### config.mk
export PLATFORM = sky130hd
export DESIGN_NAME = imem_loader
export DESIGN_NICKNAME = d
export VERILOG_FILES = /design/src/rtl/imem_loader.sv
export SDC_FILE = /design/constraint.sdc
export NUM_CORES = 1
export LEC_CHECK = 0
export ABC_AREA = 0
export BUFFER_PORTS_ARGS = -buffer_cell sky130_fd_sc_hd__buf_2
export CELL_PAD_IN_SITES_DETAIL_PLACEMENT = 2
export CELL_PAD_IN_SITES_GLOBAL_PLACEMENT = 2
export CORE_MARGIN = 8
export CORE_UTILIZATION = 34
export CTS_CLUSTER_SIZE = 14
export DETAILED_ROUTE_END_ITERATION = 7
export GPL_TIMING_DRIVEN = 0
export MAX_ROUTING_LAYER = met4
export PLACE_DENSITY_LB_ADDON = 0.08
export SYNTH_ARGS = -nofsm -noshare
export SYNTH_HDL_FRONTEND = slang
export SYNTH_SLANG_ARGS = --single-unit
### constraint.sdc
create_clock -name clk -period 1.91 [get_ports clk]
set_input_delay 0 -clock clk [delete_from_list [all_inputs] [get_ports clk]]
set_output_delay 0 -clock clk [all_outputs]
set_load 0.03 [all_outputs]
### src/rtl/imem_loader.sv
// imem_loader: loads a program image from a byte stream into the instruction memory.
// The image format is a 16-bit little-endian word count, then count*4 data bytes
// that are packed into little-endian words, then one checksum byte. The checksum
// is the 8-bit wrapping sum of the data bytes.
// The core is held in reset from start until the image loads with a good checksum.
//
// Ports:
//   clk, rst_n             clock (rising edge) and async active-low reset
//   start                  load request pulse (honoured in IDLE/DONE/ERR)
//   in_valid/in_data       byte stream in; in_ready = busy
//   imem_we/waddr/wdata    one-cycle word write into instruction memory
//   core_rst_n             low hold on the core until DONE
//   busy, done, err        registered status decoded from state
module imem_loader #(
  parameter int unsigned IMEM_WORDS = 256,
  parameter logic [31:0] BASE_ADDR  = 32'h0000_0000
) (
  input  logic        clk,
  input  logic        rst_n,
  input  logic        start,
  input  logic        in_valid,
  input  logic [7:0]  in_data,
  output logic        in_ready,
  output logic        imem_we,
  output logic [31:0] imem_waddr,
  output logic [31:0] imem_wdata,
  output logic        core_rst_n,
  output logic        busy,
  output logic        done,
  output logic        err
);

  localparam int unsigned WIDX_W = $clog2(IMEM_WORDS + 1);

  typedef enum logic [2:0] {
    S_IDLE, S_LEN0, S_LEN1, S_DATA, S_CSUM, S_DONE, S_ERR
  } state_e;

  state_e              state_q, state_d;
  logic [15:0]         cnt_q, cnt_d;
  logic [WIDX_W-1:0]   widx_q, widx_d;
  logic [1:0]          bidx_q, bidx_d;
  logic [23:0]         sh_q, sh_d;
  logic [7:0]          csum_q, csum_d;
  logic [31:0]         addr_q, addr_d;
  logic                we_q, we_d;
  logic [31:0]         waddr_q, waddr_d;
  logic [31:0]         wdata_q, wdata_d;
  logic                busy_q, busy_d;
  logic                done_q, done_d;
  logic                err_q, err_d;
  logic                crst_q, crst_d;

  logic        accept;
  logic [15:0] len_full;

  assign accept   = in_valid & busy_q;
  assign len_full = {in_data, cnt_q[7:0]};

  // State and datapath registers
  always_ff @(posedge clk or negedge rst_n) begin
    if (!rst_n) begin
      state_q <= S_IDLE;
      cnt_q   <= '0;
      widx_q  <= '0;
      bidx_q  <= '0;
      sh_q    <= '0;
      csum_q  <= '0;
      addr_q  <= BASE_ADDR;
      we_q    <= 1'b0;
      waddr_q <= BASE_ADDR;
      wdata_q <= '0;
      busy_q  <= 1'b0;
      done_q  <= 1'b0;
      err_q   <= 1'b0;
      crst_q  <= 1'b0;
    end else begin
      state_q <= state_d;
      cnt_q   <= cnt_d;
      widx_q  <= widx_d;
      bidx_q  <= bidx_d;
      sh_q    <= sh_d;
      csum_q  <= csum_d;
      addr_q  <= addr_d;
      we_q    <= we_d;
      waddr_q <= waddr_d;
      wdata_q <= wdata_d;
      busy_q  <= busy_d;
      done_q  <= done_d;
      err_q   <= err_d;
      crst_q  <= crst_d;
    end
  end

  // Next-state and datapath
  always_comb begin
    state_d = state_q;
    cnt_d   = cnt_q;
    widx_d  = widx_q;
    bidx_d  = bidx_q;
    sh_d    = sh_q;
    csum_d  = csum_q;
    addr_d  = addr_q;
    we_d    = 1'b0;
    waddr_d = waddr_q;
    wdata_d = wdata_q;
    unique case (state_q)
      S_IDLE, S_DONE, S_ERR: begin
        if (start) begin
          state_d = S_LEN0;
          cnt_d   = '0;
          widx_d  = '0;
          bidx_d  = '0;
          csum_d  = '0;
          addr_d  = BASE_ADDR;
        end
      end
      S_LEN0: begin
        if (accept) begin
          cnt_d[7:0] = in_data;
          state_d    = S_LEN1;
        end
      end
      S_LEN1: begin
        if (accept) begin
          cnt_d = len_full;
          if (len_full == 16'd0)                        state_d = S_CSUM;
          else if ({16'd0, len_full} > 32'(IMEM_WORDS)) state_d = S_ERR;
          else                                          state_d = S_DATA;
        end
      end
      S_DATA: begin
        if (accept) begin
          csum_d = csum_q + in_data;
          bidx_d = bidx_q + 2'd1;
          // Right-shifting keeps the earliest byte lowest once the word is full.
          sh_d   = {in_data, sh_q[23:8]};
          if (bidx_q == 2'd3) begin
            we_d    = 1'b1;
            wdata_d = {in_data, sh_q};
            waddr_d = addr_q;
            addr_d  = addr_q + 32'd4;
            widx_d  = widx_q + 1'b1;
            if (32'(widx_q) + 32'd1 == 32'(cnt_q)) state_d = S_CSUM;
          end
        end
      end
      S_CSUM: begin
        if (accept) state_d = (in_data == csum_q) ? S_DONE : S_ERR;
      end
      default: state_d = S_IDLE;
    endcase
  end

  // Status outputs are registered from the next state so they line up with state_q;
  // this keeps in_ready from accepting a stray byte on entry to DONE/ERR.
  always_comb begin
    busy_d = (state_d == S_LEN0) || (state_d == S_LEN1) ||
             (state_d == S_DATA) || (state_d == S_CSUM);
    done_d = (state_d == S_DONE);
    err_d  = (state_d == S_ERR);
    crst_d = (state_d == S_DONE);
  end

  assign in_ready   = busy_q;
  assign busy       = busy_q;
  assign done       = done_q;
  assign err        = err_q;
  assign core_rst_n = crst_q;
  assign imem_we    = we_q;
  assign imem_waddr = waddr_q;
  assign imem_wdata = wdata_q;

endmodule
==> results.sh <==
export IMPL_synth_cells=740
export IMPL_global_route_overflow_total=0
export IMPL_cap_viol_max_count=0
export IMPL_path_clk_slew_ns=0.06
export IMPL_synth_adder_area_share_pct=1.99
export IMPL_totalWireLength_mm=23.6
export IMPL_dr_pass1_iters=4
export IMPL_syn_to_final_growth_pct=28.0
export IMPL_grt_total_usage_pct=18.7
export IMPL_hold_viol=0
export IMPL_timing_critical_path_cells="nand4b_1 > a21o_1 > a2111oi_4 > buf_4 > nand3_2 > xor2_1 > nor2_1"
export IMPL_violated_checks="negative setup slack"
export IMPL_syn_area_per_cell_um2=9.83
export IMPL_power_per_cell_area_nw_per_um2=1310
export IMPL_final_period_utilization_pct=117
export IMPL_holdCritStartpoint="in_data[7]"
export IMPL_timing_final_max_slew_violations=0
export IMPL_vias_in_the_first_global_route=6678
export IMPL_ys_warnings_count=0
export IMPL_synth_compound_area_share_pct=7.46
export IMPL_irDropWorstVdd_v=0.000645
export IMPL_n_antenna_cell=0
export IMPL_synth_top_cells_by_area="sky130_fd_sc_hd__dfrtp_1, sky130_fd_sc_hd__nand2_1, sky130_fd_sc_hd__mux2_1"
export IMPL_synth_ff_latch_count=158
export IMPL_max_freq_ghz=0.448
export IMPL_worst_ep_arrival_time_ns=2.53
export IMPL_route_vias_total=5919
export IMPL_antenna_found_initial=0
export IMPL_synthArstFlopShare_pct=100
export IMPL_synth_top_flop_cell="sky130_fd_sc_hd__dfrtp_1"
export IMPL_critPathLaunch="state_q[2]"
export IMPL_cts_tree="built"
export IMPL_detailed_place_area_um2=8090
export IMPL_worstHoldPathType="input port to register"
export IMPL_run_status="complete, but fails checks"
export IMPL_drive_above_1_share_pct=27.3
export IMPL_design_final_nets=888
export IMPL_drtIter0Drc=261
export IMPL_drt_wirelength_per_cell_um=20.5
export IMPL_synth_top_cell_area_share_pct=54.3
export IMPL_synth_top_area_cell="sky130_fd_sc_hd__dfrtp_1"
export IMPL_drtAntennaViolNets=0
export IMPL_numCtsBuffers=17
export IMPL_cts_root_buf="sky130_fd_sc_hd__clkbuf_16"
export IMPL_worst_path_max_fanout=5
export IMPL_cts_buffer_depth=2
export IMPL_portBuffers=78
export IMPL_synth_top_family_by_area="simple AND/OR/NAND/NOR gates"
export IMPL_rsz_0062_raised_after_global_routing="yes"
export IMPL_fin_area_um2=9310
export IMPL_htreeDepth=4
export IMPL_initial_utilization_pct=34.6
export IMPL_die_h_um=162
export IMPL_num_rows=53
export IMPL_remaining_drc_errors=0
export IMPL_worst_slew_margin_relative_to_its_limit_pct=63.6
export IMPL_tightestPinTransition_ns=0.545
export IMPL_critPathLaunchType="register"
export IMPL_timing_setup_tns_ns=-12.91
export IMPL_grt_pass1_wl_mm=37.6
export IMPL_synth_sequential_area_ratio_pct=54.3
export IMPL_die_width_um=162
export IMPL_worstSetupPathType="register to register"
export IMPL_routabilityCongestion=0.852
export IMPL_setup_violations=83
export IMPL_synth_edff_count=0
export IMPL_static_leakage_power_uw=0.00469
export IMPL_worstSetupEndpointType="register"
export IMPL_syn_area_um2=7280
export IMPL_synth_most_common_cell="sky130_fd_sc_hd__nand2_1"
export IMPL_layout_core_utilization_pct=44.3
export IMPL_pin_count_of_the_biggest_net_entering_global_routing=101
export IMPL_slowest_delay_ns=0.47
export IMPL_crit_required_ns=2.21
export IMPL_worst_clock_skew_ns=0.0110
export IMPL_period_needed_ns=2.23
export IMPL_core_area_um2=21000
export IMPL_tritoncts_num_sinks=158
export IMPL_finish_cell_count_without_fillers=1151
export IMPL_place_detailed_hpwl_mm=15.5
export IMPL_placed_cells=1095
export IMPL_synthXorXnorAreaFrac_pct=5.42
export IMPL_post_synth_mux_area_share_pct=5.55
export IMPL_synthDistinctLibCells=61
export IMPL_filler_cell_count=2230
export IMPL_r2r_start="state_q[2]"
export IMPL_synth_common_cells="sky130_fd_sc_hd__nand2_1, sky130_fd_sc_hd__dfrtp_1, sky130_fd_sc_hd__nor2_1"
export IMPL_crit_path_top_delay_cell="sky130_fd_sc_hd__a2111oi_4"
export IMPL_vias_per_cell=5.14
export IMPL_post_route_worst_setup_slack_ns=-0.320
export IMPL_io_pins=82
export IMPL_die_area_um2=26300
export IMPL_clk_latency_ns=0.43
export IMPL_post_synth_and_or_nand_nor_area_fraction_pct=22.2
-- final timing paths --
kind                                       to  slack [ns]  cells past startpoint
worst max-delay path               addr_q[30]       -0.32                      7
worst min-delay path                 sh_q[23]        0.04                      3
worst max register to register     addr_q[30]       -0.32                      7
worst min register to register  imem_wdata[1]        0.47                      2
max in group asynchronous           addr_q[9]        0.94                      3
min in group asynchronous           widx_q[7]        0.09                      2
-- routing by layer --
metal  vias to the layer above  global-route usage, %  wire length [um]
met2                        92                   32.2             12500
met1                      3058                   21.6              9840
li1                       2731                      -                 -
met3                        38                   3.01               631
met5                         -                      -                 0
met4                         0                   6.99               578
-- state kept, by name (all words and copies together) (netlist names) --
name / cells
imem_we: 1
imem_waddr: 30
busy: 1
csum_q: 8
widx_q: 9
imem_wdata: 32
addr_q: 30
cnt_q: 16
err: 1
core_rst_n: 1
bidx_q: 2
state_q: 3
sh_q: 24
-- critical path: cells and delay by family (launching register included) --
| family | cells | cell delay, ns |
|---|---|---|
| DFF | 1 | 0.43 |
| AOI/OAI and AO/OA | 2 | 0.75 |
| and+or+nand+nor | 3 | 0.45 |
| xor gates and xnor gates | 1 | 0.24 |
| buffers and inverters | 1 | 0.23 |
-- per-stage QoR --
stage | setup slack (ns) | total power [uW] | hold WS (ns)
finish | -0.320 | 12200 | 0.0388
global placement | -1.92 | 7940 | 0.329
detailed placement | -0.711 | 8140 | -0.0281
CTS | -0.275 | 12000 | 0.0248
global route | -0.392 | 12900 | 0.0445
floorplan | -0.0123 | 6940 | -0.296
-- power breakdown --
group	internal, uW	switching, uW
Clock	2000	1440
Combinational	1430	2580
Sequential	4070	639
-- placed cells by master (no fill, tap or decap), types with 7 or more instances in the layout --
| cell type | count |
|---|---|
| sky130_fd_sc_hd__a21o_1 | 7 |
| sky130_fd_sc_hd__and3_1 | 11 |
| sky130_fd_sc_hd__buf_2 | 86 |
| sky130_fd_sc_hd__buf_4 | 26 |
| sky130_fd_sc_hd__clkbuf_16 | 17 |
| sky130_fd_sc_hd__clkbuf_2 | 9 |
| sky130_fd_sc_hd__dfrtp_1 | 151 |
| sky130_fd_sc_hd__dfrtp_2 | 7 |
| sky130_fd_sc_hd__dlygate4sd3_1 | 8 |
| sky130_fd_sc_hd__mux2_1 | 35 |
| sky130_fd_sc_hd__nand2_1 | 220 |
| sky130_fd_sc_hd__nand3_1 | 22 |
| sky130_fd_sc_hd__nand3_2 | 9 |
| sky130_fd_sc_hd__nand4_1 | 12 |
| sky130_fd_sc_hd__nor2_1 | 42 |
| sky130_fd_sc_hd__o21ai_0 | 9 |
| sky130_fd_sc_hd__o21ai_1 | 20 |
| sky130_fd_sc_hd__xnor2_1 | 11 |
| sky130_fd_sc_hd__xor2_1 | 31 |
-- final cells by class --
type	count	area (um^2)	share of cell area, %
Tap cell	275	344	3.69
Inverter	6	22.5	0.242
Sequential cell	158	3960	42.5
Timing Repair Buffer	111	697	7.48
Clock buffer	20	457	4.90
Multi-Input combinational cell	535	3470	37.2
Clock inverter	10	130	1.40
Buffer	36	235	2.53
-- kinds of logic after synthesis --
family,after synthesis
compound gates,77
other cells,1
xor+xnor,45
buf+inv,48
flops,158
mux,36
simple gates,364
fa+ha+maj,11
-- what timing repair did --
item / in CTS / in global routing
setup endpoints to repair: 154 / 153
hold buffers: 8 / 0
endpoints found under the hold margin: 86 / 0
buffers inserted: 18 / 4
resized for setup: 66 / 46
pin swaps: 28 / 22
gates cloned: 2 / 0
Power figures use the tool's default switching activity.
